File: src/rtl/apb_rr_scheduler_pkg.sv
// Shared types and constants for the APB round-robin scheduler.
// State encoding matches the legacy IDLE=0, SETUP=1, ACCESS=2, DONE=3 values.
package apb_rr_scheduler_pkg;

   typedef enum logic [1:0] {
      ST_IDLE   = 2'd0,
      ST_SETUP  = 2'd1,
      ST_ACCESS = 2'd2,
      ST_DONE   = 2'd3
   } state_e;

   localparam int APB_STRB_W = 4;

   // READ_WRITE encoding seen by the APB master
   localparam logic APB_READ  = 1'b1;
   localparam logic APB_WRITE = 1'b0;

   function automatic int idx_w(input int n);
      return (n > 1) ? $clog2(n) : 1;
   endfunction

endpackage

File: src/rtl/apb_rr_scheduler_if.sv
// Requester-side and APB-master-side signals of the scheduler, bundled as one interface.
// The slave modport is the scheduler's view; master is the view of its surroundings.
interface apb_rr_scheduler_if
   import apb_rr_scheduler_pkg::*;
#(
   parameter int NREQ = 2,
   parameter int AW   = 33,
   parameter int DW   = 32
);

   logic [NREQ-1:0]            req;
   logic [NREQ-1:0]            req_write;
   logic [NREQ*AW-1:0]         req_addr;
   logic [NREQ*DW-1:0]         req_wdata;
   logic [NREQ*APB_STRB_W-1:0] req_strb;
   logic [NREQ-1:0]            gnt;
   logic [NREQ-1:0]            done;
   logic [DW-1:0]              rsp_rdata;
   logic                       rsp_err;

   logic                       transfer;
   logic                       READ_WRITE;
   logic [AW-1:0]              get_w_paddr;
   logic [AW-1:0]              get_r_paddr;
   logic [DW-1:0]              get_w_data_in;
   logic [APB_STRB_W-1:0]      PSTRB;
   logic                       PENABLE;
   logic                       PREADY;
   logic                       PSLVERR;
   logic [AW-1:0]              send_r_out;

   modport slave (
      input  req, req_write, req_addr, req_wdata, req_strb,
      input  PENABLE, PREADY, PSLVERR, send_r_out,
      output gnt, done, rsp_rdata, rsp_err,
      output transfer, READ_WRITE, get_w_paddr, get_r_paddr, get_w_data_in, PSTRB
   );

   modport master (
      output req, req_write, req_addr, req_wdata, req_strb,
      output PENABLE, PREADY, PSLVERR, send_r_out,
      input  gnt, done, rsp_rdata, rsp_err,
      input  transfer, READ_WRITE, get_w_paddr, get_r_paddr, get_w_data_in, PSTRB
   );

endinterface

File: src/rtl/apb_rr_scheduler_rr_pick.sv
// Combinational round-robin pick: first pending request at or after ptr_i, wrapping.
module rr_pick
   import apb_rr_scheduler_pkg::*;
#(
   parameter int NREQ = 2,
   parameter int IW   = 1
) (
   input  logic [NREQ-1:0] req_i,
   input  logic [IW-1:0]   ptr_i,
   output logic [NREQ-1:0] gnt_o,
   output logic [IW-1:0]   idx_o,
   output logic            valid_o
);

   int unsigned cand;
   logic [IW-1:0] cand_idx;

   always_comb begin
      gnt_o    = '0;
      idx_o    = '0;
      valid_o  = 1'b0;
      cand     = 0;
      cand_idx = '0;
      for (int unsigned off = 0; off < NREQ; off++) begin
         cand     = (32'(ptr_i) + off) % NREQ;
         cand_idx = IW'(cand);
         if (!valid_o && req_i[cand_idx]) begin
            valid_o         = 1'b1;
            idx_o           = cand_idx;
            gnt_o[cand_idx] = 1'b1;
         end
      end
   end

endmodule

File: src/rtl/apb_rr_scheduler.sv
// Round-robin scheduler sharing one APB master among NREQ requesters.
// Latches the winner's command, holds it through SETUP/ACCESS, returns status in DONE.
module apb_rr_scheduler
   import apb_rr_scheduler_pkg::*;
#(
   parameter int NREQ    = 2,
   parameter int AW      = 33,
   parameter int DW      = 32,
   parameter int TIMEOUT = 16
) (
   input logic                PCLK,
   input logic                PRESETn,
   apb_rr_scheduler_if.slave  bus
);

   localparam int IW = idx_w(NREQ);
   localparam int TW = $clog2(TIMEOUT);
   localparam logic [TW-1:0] TMAX = TW'(TIMEOUT - 1);
   localparam logic [IW-1:0] LAST = IW'(NREQ - 1);

   state_e                state_q, state_d;
   logic [IW-1:0]         idx_q, idx_d;
   logic [IW-1:0]         rr_ptr_q, rr_ptr_d;
   logic                  write_q, write_d;
   logic [AW-1:0]         addr_q, addr_d;
   logic [DW-1:0]         wdata_q, wdata_d;
   logic [APB_STRB_W-1:0] strb_q, strb_d;
   logic [TW-1:0]         timer_q, timer_d;
   logic [DW-1:0]         rdata_q, rdata_d;
   logic                  err_q, err_d;

   logic [NREQ-1:0]       pick_gnt;
   logic [IW-1:0]         pick_idx;
   logic                  pick_valid;

   rr_pick #(
      .NREQ (NREQ),
      .IW   (IW)
   ) u_pick (
      .req_i   (bus.req),
      .ptr_i   (rr_ptr_q),
      .gnt_o   (pick_gnt),
      .idx_o   (pick_idx),
      .valid_o (pick_valid)
   );

   // Only the low DW bits of the master's read bus carry data
   generate
      if (AW > DW) begin : g_rdata_hi
         logic unused_rdata_hi;
         assign unused_rdata_hi = ^{bus.send_r_out[AW-1:DW], pick_gnt};
      end else begin : g_rdata_fit
         logic unused_pick_gnt;
         assign unused_pick_gnt = ^pick_gnt;
      end
   endgenerate

   always_ff @(posedge PCLK) begin
      if (!PRESETn) begin
         state_q  <= ST_IDLE;
         idx_q    <= '0;
         rr_ptr_q <= '0;
         write_q  <= 1'b0;
         addr_q   <= '0;
         wdata_q  <= '0;
         strb_q   <= '0;
         timer_q  <= '0;
         rdata_q  <= '0;
         err_q    <= 1'b0;
      end else begin
         state_q  <= state_d;
         idx_q    <= idx_d;
         rr_ptr_q <= rr_ptr_d;
         write_q  <= write_d;
         addr_q   <= addr_d;
         wdata_q  <= wdata_d;
         strb_q   <= strb_d;
         timer_q  <= timer_d;
         rdata_q  <= rdata_d;
         err_q    <= err_d;
      end
   end

   always_comb begin
      state_d  = state_q;
      idx_d    = idx_q;
      rr_ptr_d = rr_ptr_q;
      write_d  = write_q;
      addr_d   = addr_q;
      wdata_d  = wdata_q;
      strb_d   = strb_q;
      timer_d  = timer_q;
      rdata_d  = rdata_q;
      err_d    = err_q;

      unique case (state_q)
         ST_IDLE: begin
            if (pick_valid) begin
               idx_d   = pick_idx;
               write_d = bus.req_write[pick_idx];
               addr_d  = bus.req_addr[32'(pick_idx) * AW +: AW];
               wdata_d = bus.req_wdata[32'(pick_idx) * DW +: DW];
               strb_d  = bus.req_strb[32'(pick_idx) * APB_STRB_W +: APB_STRB_W];
               state_d = ST_SETUP;
            end
         end
         ST_SETUP: begin
            timer_d = '0;
            state_d = ST_ACCESS;
         end
         ST_ACCESS: begin
            // Completion wins over a timeout landing in the same cycle
            if (bus.PENABLE && bus.PREADY) begin
               if (!write_q) begin
                  rdata_d = bus.send_r_out[DW-1:0];
               end
               err_d   = bus.PSLVERR;
               state_d = ST_DONE;
            end else if (timer_q == TMAX) begin
               err_d   = 1'b1;
               state_d = ST_DONE;
            end else begin
               timer_d = timer_q + 1'b1;
            end
         end
         ST_DONE: begin
            rr_ptr_d = (idx_q == LAST) ? '0 : idx_q + 1'b1;
            state_d  = ST_IDLE;
         end
         default: state_d = ST_IDLE;
      endcase
   end

   always_comb begin
      bus.transfer      = 1'b0;
      bus.READ_WRITE    = 1'b0;
      bus.get_w_paddr   = '0;
      bus.get_r_paddr   = '0;
      bus.get_w_data_in = '0;
      bus.PSTRB         = '0;
      bus.gnt           = '0;
      bus.done          = '0;
      if (state_q == ST_SETUP || state_q == ST_ACCESS) begin
         bus.transfer    = 1'b1;
         bus.READ_WRITE  = write_q ? APB_WRITE : APB_READ;
         bus.get_w_paddr = addr_q;
         bus.get_r_paddr = addr_q;
         if (write_q) begin
            bus.get_w_data_in = wdata_q;
            bus.PSTRB         = strb_q;
         end
      end
      if (state_q != ST_IDLE) begin
         bus.gnt[idx_q] = 1'b1;
      end
      if (state_q == ST_DONE) begin
         bus.done[idx_q] = 1'b1;
      end
   end

   assign bus.rsp_rdata = rdata_q;
   assign bus.rsp_err   = err_q;

endmodule

File: src/flat_wrapper.sv
// flat-port wrapper written by rule: the top's interface ports become plain ports
module apb_rr_scheduler_flat import apb_rr_scheduler_pkg::*;
#(
   parameter int NREQ    = 2,
   parameter int AW      = 33,
   parameter int DW      = 32,
   parameter int TIMEOUT = 16
)
  (PCLK, PRESETn, bus_req, bus_req_write, bus_req_addr, bus_req_wdata, bus_req_strb, bus_PENABLE, bus_PREADY, bus_PSLVERR, bus_send_r_out, bus_gnt, bus_done, bus_rsp_rdata, bus_rsp_err, bus_transfer, bus_READ_WRITE, bus_get_w_paddr, bus_get_r_paddr, bus_get_w_data_in, bus_PSTRB);
  apb_rr_scheduler_if #(.NREQ(NREQ), .AW(AW), .DW(DW)) bus_i ();
  input logic PCLK;
  input logic PRESETn;
  input wire logic [$bits(bus_i.req)-1:0] bus_req;
  input wire logic [$bits(bus_i.req_write)-1:0] bus_req_write;
  input wire logic [$bits(bus_i.req_addr)-1:0] bus_req_addr;
  input wire logic [$bits(bus_i.req_wdata)-1:0] bus_req_wdata;
  input wire logic [$bits(bus_i.req_strb)-1:0] bus_req_strb;
  input wire logic [$bits(bus_i.PENABLE)-1:0] bus_PENABLE;
  input wire logic [$bits(bus_i.PREADY)-1:0] bus_PREADY;
  input wire logic [$bits(bus_i.PSLVERR)-1:0] bus_PSLVERR;
  input wire logic [$bits(bus_i.send_r_out)-1:0] bus_send_r_out;
  output wire logic [$bits(bus_i.gnt)-1:0] bus_gnt;
  output wire logic [$bits(bus_i.done)-1:0] bus_done;
  output wire logic [$bits(bus_i.rsp_rdata)-1:0] bus_rsp_rdata;
  output wire logic [$bits(bus_i.rsp_err)-1:0] bus_rsp_err;
  output wire logic [$bits(bus_i.transfer)-1:0] bus_transfer;
  output wire logic [$bits(bus_i.READ_WRITE)-1:0] bus_READ_WRITE;
  output wire logic [$bits(bus_i.get_w_paddr)-1:0] bus_get_w_paddr;
  output wire logic [$bits(bus_i.get_r_paddr)-1:0] bus_get_r_paddr;
  output wire logic [$bits(bus_i.get_w_data_in)-1:0] bus_get_w_data_in;
  output wire logic [$bits(bus_i.PSTRB)-1:0] bus_PSTRB;
  assign bus_i.req = bus_req;
  assign bus_i.req_write = bus_req_write;
  assign bus_i.req_addr = bus_req_addr;
  assign bus_i.req_wdata = bus_req_wdata;
  assign bus_i.req_strb = bus_req_strb;
  assign bus_i.PENABLE = bus_PENABLE;
  assign bus_i.PREADY = bus_PREADY;
  assign bus_i.PSLVERR = bus_PSLVERR;
  assign bus_i.send_r_out = bus_send_r_out;
  assign bus_gnt = bus_i.gnt;
  assign bus_done = bus_i.done;
  assign bus_rsp_rdata = bus_i.rsp_rdata;
  assign bus_rsp_err = bus_i.rsp_err;
  assign bus_transfer = bus_i.transfer;
  assign bus_READ_WRITE = bus_i.READ_WRITE;
  assign bus_get_w_paddr = bus_i.get_w_paddr;
  assign bus_get_r_paddr = bus_i.get_r_paddr;
  assign bus_get_w_data_in = bus_i.get_w_data_in;
  assign bus_PSTRB = bus_i.PSTRB;
  apb_rr_scheduler #(.NREQ(NREQ), .AW(AW), .DW(DW), .TIMEOUT(TIMEOUT)) u_core (.PCLK(PCLK), .PRESETn(PRESETn), .bus(bus_i));
endmodule
File: config.mk
export PLATFORM = sky130hd
export DESIGN_NAME = apb_rr_scheduler_flat
export DESIGN_NICKNAME = d
export VERILOG_FILES = /design/src/rtl/apb_rr_scheduler_pkg.sv /design/src/rtl/apb_rr_scheduler_if.sv /design/src/rtl/apb_rr_scheduler_rr_pick.sv /design/src/rtl/apb_rr_scheduler.sv /design/src/flat_wrapper.sv
export SDC_FILE = /design/constraint.sdc
export NUM_CORES = 1
export LEC_CHECK = 0
export CORE_AREA = 2 2 126 128
export CTS_BUF_LIST = sky130_fd_sc_hd__clkbuf_4 sky130_fd_sc_hd__clkbuf_8 sky130_fd_sc_hd__clkbuf_16
export CTS_CLUSTER_DIAMETER = 120
export DETAILED_ROUTE_END_ITERATION = 10
export DIE_AREA = 0 0 128 130
export PLACE_DENSITY_LB_ADDON = 0.25
export SLEW_MARGIN = 25
export SYNTH_ARGS = -nofsm -noshare
export SYNTH_HDL_FRONTEND = slang
export SYNTH_SLANG_ARGS = --single-unit
File: constraint.sdc
create_clock -name PCLK -period 2.1 [get_ports PCLK]
set_input_delay 0.42 -clock PCLK [delete_from_list [all_inputs] [get_ports PCLK]]
set_output_delay 0.42 -clock PCLK [all_outputs]
set_load 0.02 [all_outputs]
==> impl_metrics.json <==
{
  "avgSynthCellArea_um2": 8.59,
  "grt_pass1_wl_um": 24600,
  "place_area_mm2": 0.00862,
  "path_class": "reg -> out",
  "r2r_end": "u_core.timer_q[2]",
  "synth_area_mm2": 0.00539,
  "setup_violations": 0,
  "die_h_um": 130,
  "worst_path_largest_cell_delay_ns": 0.34,
  "vias": 5231,
  "grt_max_degree": 83,
  "fin_ws_ns": 0.0423,
  "dpl.hpwl_um": 11900,
  "filler_cell_count": 1456,
  "ant_nets": 0,
  "routabilityCongestion": 0.786,
  "cts_max_level": 3,
  "synth_flop_cell": "dfxtp_1",
  "drc_errors": 0,
  "r2r_slack_ns": 0.41,
  "synth_edf_count": 0,
  "overflow": 0,
  "ff2ff_path_depth": 7,
  "final_cells": 1094,
  "critical_path.slowest_cell": "dfxtp_2",
  "layout.nets": 1082,
  "async_reset_ff_frac": 0,
  "timing.rr.start": "u_core.state_q[0]",
  "dr.first_iter.drc_count": 211,
  "start_util": 0.350,
  "cts_buffer_depth": 2,
  "path_depth": 6,
  "wirelength_um": 16500,
  "diodes": 0,
  "ios": 321,
  "syn_inst": 628,
  "ys_types": 36,
  "root_buffer": "clkbuf_16",
  "period_minus_slack_ns": 2.06,
  "grt_pass1_vias": 4758,
  "die_x_um": 128,
  "cap_viol_max_count": 0,
  "cp_cell_sequence": "inv_2, ha_4, buf_6, clkbuf_16, and3_4, buf_6",
  "crit_path_frequent_cell": "buf_6",
  "hold_path.class": "reg -> reg",
  "numClockSinks": 111,
  "clk_latency_ns": 0.36,
  "ir_drop_uv": 421,
  "cts_buffers": 9,
  "crit_arrival_ns": 1.64,
  "layout_common_cells": "210 x clkdlybuf4s50_1, 109 x dfxtp_1, 104 x a21oi_1",
  "areaGrowthSynthToFinish_pct": 60.7,
  "report.final.slew_viol_count": 0,
  "synth_top_area_share": 0.412,
  "drt-pass1-iter-count": 6,
  "startpoint": "u_core.state_q[0]",
  "worstPathRequired_ns": 1.68,
  "place_ws_ns": -0.116,
  "wl_per_cell_um": 15.1,
  "top_layer": "met4",
  "route.met3.wl_um": 1400,
  "antenna_found_initial": 0,
  "fp-row-count": 46,
  "crit_path_max_fanout": 10,
  "fmax_mhz": 486,
  "crit_end": "bus_get_w_data_in[22]",
  "startpoint_type": "flip-flop",
  "placed_cells": 1076,
  "wl_met1_um": 7020,
  "cp_top_family": "buffers and inverters",
  "yosysSeqAreaShare": 0.412,
  "yosys_warnings": 0,
  "design_power_total_mw": 8.85,
  "yosys-top-cells-area": "dfxtp_1 41%, mux2i_1 13%, a21oi_1 9.6%",
  "syn-num-nets": 813,
  "path_buf_inv": 4,
  "layout_commonest_cell": "clkdlybuf4s50_1",
  "grt.total_usage": 0.188,
  "cts_tree": "yes",
  "die_area_mm2": 0.0166,
  "final_area_mm2": 0.00867,
  "fin_worst_skew_ns": 0.00925,
  "period_share": 0.980,
  "worst-slew-pin-transition_ns": 0.640,
  "power_leakage_nw": 3.97,
  "clkTransAtPathRegs_ns": 0.07,
  "cts_hold_buffers": 0,
  "port_buffers": 319,
  "setup.worst_path.end_class": "output port",
  "wl_met2_um": 7830,
  "slew_headroom": 0.573,
  "synth_seq_cells": 111,
  "drive_above_1_share": 0.216,
  "vias_per_cell": 4.78,
  "finalHoldViolations": 0,
  "rsz0062_at_grt": "yes",
  "status": "finished, final reports clean",
  "coreArea_mm2": 0.0154,
  "power_density_mw_per_mm2": 1020,
  "synth_top_cell_by_area": "dfxtp_1"
}
Yosys cell counts (2+ instances only):
cell and instances:
dfxtp_1 111, a21oi_1 104, mux2i_1 70, nand2_1 69, o21ai_0 53, and3_1 37
buf_4 37, and2_1 35, clkbuf_1 27, o21ai_1 21, buf_2 8, buf_8 7
nor2_1 7, ha_1 5, nand3_1 5, inv_1 4, buf_1 3, buf_6 3
inv_2 2, nand4_1 2, nor2b_1 2, o22ai_1 2
layout make-up:
cell class / count / area, µm² / area share
clock inverters: 6 / 73.8 / 0.00852
repair buffers: 343 / 3190 / 0.368
clock buffers: 10 / 239 / 0.0276
inverters: 6 / 22.5 / 0.00260
multi-input cells: 426 / 2680 / 0.309
flip-flops and latches: 111 / 2220 / 0.257
well taps: 192 / 240 / 0.0277
cells by family (layout without fill, tap and decap cells):
logic type | count (synthesis) | after routing | share of synthesized area
compound gates | 185 | 185 | 0.175
fa+ha+maj | 5 | 5 | 0.0116
buf+inv | 91 | 365 | 0.110
flops | 111 | 111 | 0.412
mux | 71 | 71 | 0.132
simple gates | 165 | 165 | 0.160
power by group:
group	leakage (nW)	switching, mW	internal (mW)
Clock	0.154	0.836	0.977
Combinational	2.90	2.31	1.89
Sequential	0.914	0.229	2.60
Total	3.97	3.38	5.47
registers in the layout, summed over array words and instances (netlist names):
name	flops
u_core.addr_q	33
u_core.bus.rsp_err	1
u_core.bus.rsp_rdata	32
u_core.idx_q	1
u_core.rr_ptr_q	1
u_core.state_q	2
u_core.strb_q	4
u_core.timer_q	4
u_core.wdata_q	32
u_core.write_q	1
what timing repair did:
item / 4_1_cts / 5_1_grt
pin swaps: 0 / 5
cloned: 0 / 1
resized for setup: 415 / 75
buffers inserted: 1 / 0
endpoints found under the setup margin: 108 / 71
per-layer routing:
metal / vias up / track usage
li1: 2687 / -
met4: 0 / 0.0627
met5: - / 0
met3: 16 / 0.0664
met2: 195 / 0.304
met1: 2333 / 0.234
per-stage QoR:
step	hold WS [ns]	TNS, ns	utilization
after floorplan	0.463	0	-
after global placement	0.441	-8.34	0.559
after detailed placement	0.446	-6.45	0.559
after CTS	0.457	-0.172	0.558
after global routing	0.471	-0.263	0.562
final	0.455	0	0.562
tightest hold or removal path, cell delays in order, from the launching register on:
cell	delay, ns
dfxtp_1	0.31
nand2_1	0.05
a21oi_1	0.05
worst min path at each step:
stage | from | to | cells past startpoint
2_1_floorplan | u_core.timer_q[1] | u_core.timer_q[1] | 2
3_3_place_gp | u_core.bus.rsp_rdata[11] | u_core.bus.rsp_rdata[11] | 2
3_5_place_dp | u_core.bus.rsp_rdata[8] | u_core.bus.rsp_rdata[8] | 2
4_1_cts | u_core.bus.rsp_rdata[8] | u_core.bus.rsp_rdata[8] | 2
5_1_grt | u_core.bus.rsp_rdata[4] | u_core.bus.rsp_rdata[4] | 2
6_report | u_core.bus.rsp_rdata[13] | u_core.bus.rsp_rdata[13] | 2
Note: power is estimated with default switching activity, not from simulation.
